==> src/rtl/note_slave.sv <==
`default_nettype none
// ============================================================================
//  Module      : note_slave
//  Description : Write-only bus slave with independent address and data
//                channels and a registered write response. It feeds a
//                2^ADDR_W x DATA_W register file. The file has one
//                combinational local read port.
//  Ports       : clk, reset                - clock, async active-high reset
//                AWADDR/AWVALID/AWREADY    - write address channel
//                WDATA/WVALID/WREADY       - write data channel
//                BVALID/BREADY             - write response channel
//                rd_addr/rd_data           - local combinational read port
//                wr_strobe/wr_addr/wr_data - notification of completed write
//  Revision    : 1.0 - initial release
// ============================================================================
module note_slave #(
  parameter int ADDR_W = 4,
  parameter int DATA_W = 7
) (
  input  logic              clk,
  input  logic              reset,
  input  logic [ADDR_W-1:0] AWADDR,
  input  logic              AWVALID,
  output logic              AWREADY,
  input  logic [DATA_W-1:0] WDATA,
  input  logic              WVALID,
  output logic              WREADY,
  output logic              BVALID,
  input  logic              BREADY,
  input  logic [ADDR_W-1:0] rd_addr,
  output logic [DATA_W-1:0] rd_data,
  output logic              wr_strobe,
  output logic [ADDR_W-1:0] wr_addr,
  output logic [DATA_W-1:0] wr_data
);

  localparam int c_DEPTH = 2 ** ADDR_W;

  typedef enum logic [1:0] {
    IDLE     = 2'd0,
    GOT_ADDR = 2'd1,
    GOT_DATA = 2'd2,
    RESP     = 2'd3
  } state_t;

  state_t            r_state, w_state_nxt;
  logic              r_awready, r_wready, r_bvalid, r_strobe;
  logic              w_awready_nxt, w_wready_nxt, w_bvalid_nxt, w_strobe_nxt;
  logic [ADDR_W-1:0] r_addr_hold, r_wr_addr;
  logic [DATA_W-1:0] r_data_hold, r_wr_data;
  logic [DATA_W-1:0] r_mem [c_DEPTH];

  logic              w_aw_hs, w_w_hs;
  logic              w_latch_addr, w_latch_data, w_do_write;
  logic [ADDR_W-1:0] w_sel_addr;
  logic [DATA_W-1:0] w_sel_data;

  // Handshakes use the registered READY values that the master sees.
  assign w_aw_hs = AWVALID & r_awready;
  assign w_w_hs  = WVALID  & r_wready;

  always_comb begin
    w_state_nxt   = r_state;
    w_awready_nxt = 1'b0;
    w_wready_nxt  = 1'b0;
    w_bvalid_nxt  = 1'b0;
    w_strobe_nxt  = 1'b0;
    w_latch_addr  = 1'b0;
    w_latch_data  = 1'b0;
    w_do_write    = 1'b0;
    // The channel that completes on this edge takes its value from the bus.
    // The other channel takes its value from the holding register.
    w_sel_addr    = r_addr_hold;
    w_sel_data    = r_data_hold;

    case (r_state)
      IDLE: begin
        w_awready_nxt = 1'b1;
        w_wready_nxt  = 1'b1;
        if (w_aw_hs && w_w_hs) begin
          w_do_write    = 1'b1;
          w_sel_addr    = AWADDR;
          w_sel_data    = WDATA;
          w_state_nxt   = RESP;
          w_awready_nxt = 1'b0;
          w_wready_nxt  = 1'b0;
          w_bvalid_nxt  = 1'b1;
          w_strobe_nxt  = 1'b1;
        end else if (w_aw_hs) begin
          w_latch_addr  = 1'b1;
          w_state_nxt   = GOT_ADDR;
          w_awready_nxt = 1'b0;
        end else if (w_w_hs) begin
          w_latch_data  = 1'b1;
          w_state_nxt   = GOT_DATA;
          w_wready_nxt  = 1'b0;
        end
      end

      GOT_ADDR: begin
        w_wready_nxt = 1'b1;
        if (w_w_hs) begin
          w_do_write   = 1'b1;
          w_sel_data   = WDATA;
          w_state_nxt  = RESP;
          w_wready_nxt = 1'b0;
          w_bvalid_nxt = 1'b1;
          w_strobe_nxt = 1'b1;
        end
      end

      GOT_DATA: begin
        w_awready_nxt = 1'b1;
        if (w_aw_hs) begin
          w_do_write    = 1'b1;
          w_sel_addr    = AWADDR;
          w_state_nxt   = RESP;
          w_awready_nxt = 1'b0;
          w_bvalid_nxt  = 1'b1;
          w_strobe_nxt  = 1'b1;
        end
      end

      RESP: begin
        w_bvalid_nxt = 1'b1;
        if (r_bvalid && BREADY) begin
          w_state_nxt   = IDLE;
          w_bvalid_nxt  = 1'b0;
          w_awready_nxt = 1'b1;
          w_wready_nxt  = 1'b1;
        end
      end

      default: w_state_nxt = IDLE;
    endcase
  end

  always_ff @(posedge clk or posedge reset) begin
    if (reset) begin
      r_state     <= IDLE;
      r_awready   <= 1'b0;
      r_wready    <= 1'b0;
      r_bvalid    <= 1'b0;
      r_strobe    <= 1'b0;
      r_addr_hold <= '0;
      r_data_hold <= '0;
      r_wr_addr   <= '0;
      r_wr_data   <= '0;
      for (int i = 0; i < c_DEPTH; i++) begin
        r_mem[i] <= '0;
      end
    end else begin
      r_state   <= w_state_nxt;
      r_awready <= w_awready_nxt;
      r_wready  <= w_wready_nxt;
      r_bvalid  <= w_bvalid_nxt;
      r_strobe  <= w_strobe_nxt;
      if (w_latch_addr) begin
        r_addr_hold <= AWADDR;
      end
      if (w_latch_data) begin
        r_data_hold <= WDATA;
      end
      if (w_do_write) begin
        r_mem[w_sel_addr] <= w_sel_data;
        r_wr_addr         <= w_sel_addr;
        r_wr_data         <= w_sel_data;
      end
    end
  end

  assign AWREADY   = r_awready;
  assign WREADY    = r_wready;
  assign BVALID    = r_bvalid;
  assign wr_strobe = r_strobe;
  assign wr_addr   = r_wr_addr;
  assign wr_data   = r_wr_data;
  assign rd_data   = r_mem[rd_addr];

endmodule
`default_nettype wire

==> config.mk <==
export PLATFORM = sky130hd
export DESIGN_NAME = note_slave
export DESIGN_NICKNAME = d
export VERILOG_FILES = /design/src/rtl/note_slave.sv
export SDC_FILE = /design/constraint.sdc
export NUM_CORES = 1
export LEC_CHECK = 0
export BUFFER_PORTS_ARGS = -buffer_cell sky130_fd_sc_hd__buf_4
export CAP_MARGIN = 20
export CORE_MARGIN = 1.5
export CORE_UTILIZATION = 65
export CTS_BUF_LIST = sky130_fd_sc_hd__clkbuf_4 sky130_fd_sc_hd__clkbuf_8 sky130_fd_sc_hd__clkbuf_16
export DETAILED_ROUTE_END_ITERATION = 16
export PLACE_DENSITY = 0.94
export SYNTH_ARGS = -nofsm -noshare
export SYNTH_HDL_FRONTEND = slang
export SYNTH_SLANG_ARGS = --single-unit
export TNS_END_PERCENT = 1
==> constraint.sdc <==
create_clock -name clk -period 9.7 [get_ports clk]
set_input_delay 1.94 -clock clk [delete_from_list [all_inputs] [get_ports clk]]
set_output_delay 1.94 -clock clk [all_outputs]
set_load 0.02 [all_outputs]
==> out/metrics.csv <==
metric,value,unit
drc_errors,0,
peakVddDrop,0.0001917,V
rsz0062_at_grt,false,
criticalPathCategory,primary input to primary output,
htreeDepth,4,
die_y,105.0,um
dpl.cell_count,616,
routed_wl,16840,um
mostFrequentLayoutCell,dfrtp_1,
synth_flop_cell,dfrtp_1,
vias_per_cell,6.929,
cts_tree,yes,
arrival,3.67,ns
hold_buffers,0,
r2r_end,r_mem[26]$_DFFE_PP0P_,
period_minus_slack,5.612,ns
syn-cell-area,6760,um^2
cp.required,7.76,ns
ys_seq_elements,140,
min_to,r_mem[80]$_DFFE_PP0P_,
placed_area,7118,um^2
area_growth,13.49,%
drive_above_1_share,46.88,%
die_x,105.0,um
min_from,r_mem[80]$_DFFE_PP0P_,
core_area,10180,um^2
ioPinCount,42,
antenna_found_initial,0,
syn_area_per_cell,14.51,um^2
postSynthCellCount,466,
synth_edf_count,0,
ctsResizeCount,0,
r2r_start,r_state[1]$_DFFE_PP0P_,
synth-async-reset-ratio,100.0,%
final_area,7672,um^2
power.total,2.389,mW
ys_warn_count,0,
setup_tns,0,ns
holdPathStages,1,
worstSetupEndpointType,primary output,
dieArea,11020,um^2
drv_cap,0,
wl_per_cell,25.99,um
fin_nets,527,
final_cell_mix,"dfrtp_1 (140), mux2_2 (110), buf_4 (44), mux4_2 (35), nand2_1 (25)",
clock_path_buffers,2,
synth_fp_nets,493,
regToRegSetupSlack,5.84,ns
cts_buffers,17,
root_buffer,clkbuf_8,
drt_iter0_drc,414,
worstPathMaxFanout,28,
grt_use_total,33.11,%
final-instance-count-excl-fill,648,
tightest_slew,1.053,ns
gp_congestion,0.8629,
critPathLaunchType,primary input,
initial_utilization,66.38,%
clock_latency,0.54,ns
grt_pass1_vias,4744,
grt_pass1_wl,26900,um
slew-limit-headroom,29.68,%
p_per_area,311.4,nW/um^2
cts.clk_slew.worst_paths,0.06,ns
slew_viol_final,0,
layout_worst_path_cycle_share,57.86,%
r2r_cells,8,
fmax,178.2,MHz
firstDrtPassIters,6,
hold_viol,0,
grt_max_degree,73,
nFillCells,559,
synth_cell_types,45,
grt-ovfl-total,0,
status,"finished, final reports clean",
ant_nets,0,
antennaDiodeCount,0,
post-cts-setup-buffers,0,
row_count,37,
via_count,4490,
io_buffers,41,
ys_seq_area_share,51.82,%
cts_sinks,140,
p_leak,3.621,nW
setup_viol,0,
dpl.hpwl,10590,um
min_path_type,flip-flop to flip-flop,
skew,0.007689,ns
[cells by family after synthesis]
family                   count (synthesis)  synth area share, %
AO/OA/AOI/OAI                           54                6.071
adder cells (fa/ha/maj)                  7                1.296
buffers and inverters                   32                2.239
flip-flops                             140                51.82
multiplexers                           159                32.69
AND/OR/NAND/NOR                         74                5.886
[state kept, by name, summed over array words and instances, names as in the netlist]
name,cells
AWREADY,1
BVALID,1
WREADY,1
r_addr_hold,4
r_data_hold,7
r_mem,112
r_state,2
wr_addr,4
wr_data,7
wr_strobe,1
[layer usage]
layer,up-vias,GRT usage (%),wire length (um),part of all wire [%]
li1,1824,-,-,-
met1,2340,41.01,6272,37
met2,256,55.14,8627,51
met3,70,7.112,1223,7.3
met4,0,16.73,719,4.3
met5,-,0,0,0
[how the worst max path moves through the flow]
stage            endpoint       start  slack (ns)  depth (start not counted)
6_report       rd_data[4]  rd_addr[0]        4.09                          4
5_1_grt        rd_data[4]  rd_addr[0]        4.00                          4
4_1_cts        rd_data[4]  rd_addr[0]        4.07                          4
3_5_place_dp   rd_data[4]  rd_addr[0]        4.08                          4
3_3_place_gp   rd_data[4]  rd_addr[0]        4.12                          4
2_1_floorplan  rd_data[0]  rd_addr[0]        3.91                          4
[critical path, cell delays in order]
cell and delay, ns:
buf_4 0.45, mux4_2 0.62, mux4_2 0.48, buf_4 0.18
[power by group]
group	leakage [nW]	internal (mW)	switching, mW
Clock	0.260	0.346	0.256
Sequential	1.87	0.798	0.154
Combinational	1.49	0.384	0.451
[per-stage QoR]
stage	hold WS, ns	util (%)	setup slack, ns
finish	0.5044	75.33	4.088
global route	0.5166	75.33	4.001
floorplan	0.4533	-	3.913
CTS	0.5021	75.26	4.073
detailed placement	0.4751	69.89	4.081
global placement	0.4648	69.89	4.117
[cell type report]
cell class	instances	area (um^2)	share of cell area (%)
inverter	3	16.27	0.2120
multi-input combinational	294	3105	40.48
timing repair buffer	44	330.3	4.305
clock buffer	18	427.9	5.577
sequential	140	3503	45.66
clock inverter	13	118.9	1.549
tap	136	170.2	2.218
[cell usage after synthesis (4+ instances only)]
cell type    n  share of area, %
a31oi_1      7              0.65
a22oi_1     11               1.2
dfrtp_1    140                52
nand2_1     25               1.4
nor2_1      16              0.89
buf_2        7              0.52
mux2_1       6               1.0
mux4_2      35                12
a22o_1       8               1.0
mux2_2     110                18
mux2_4       7               1.6
clkbuf_1    17              0.94
ha_1         7               1.3
nand3_1      7              0.52
o21ai_0     10              0.74
and3_1       4              0.37
a21oi_1      8              0.59
Note: power is estimated with default switching activity, not from simulation.
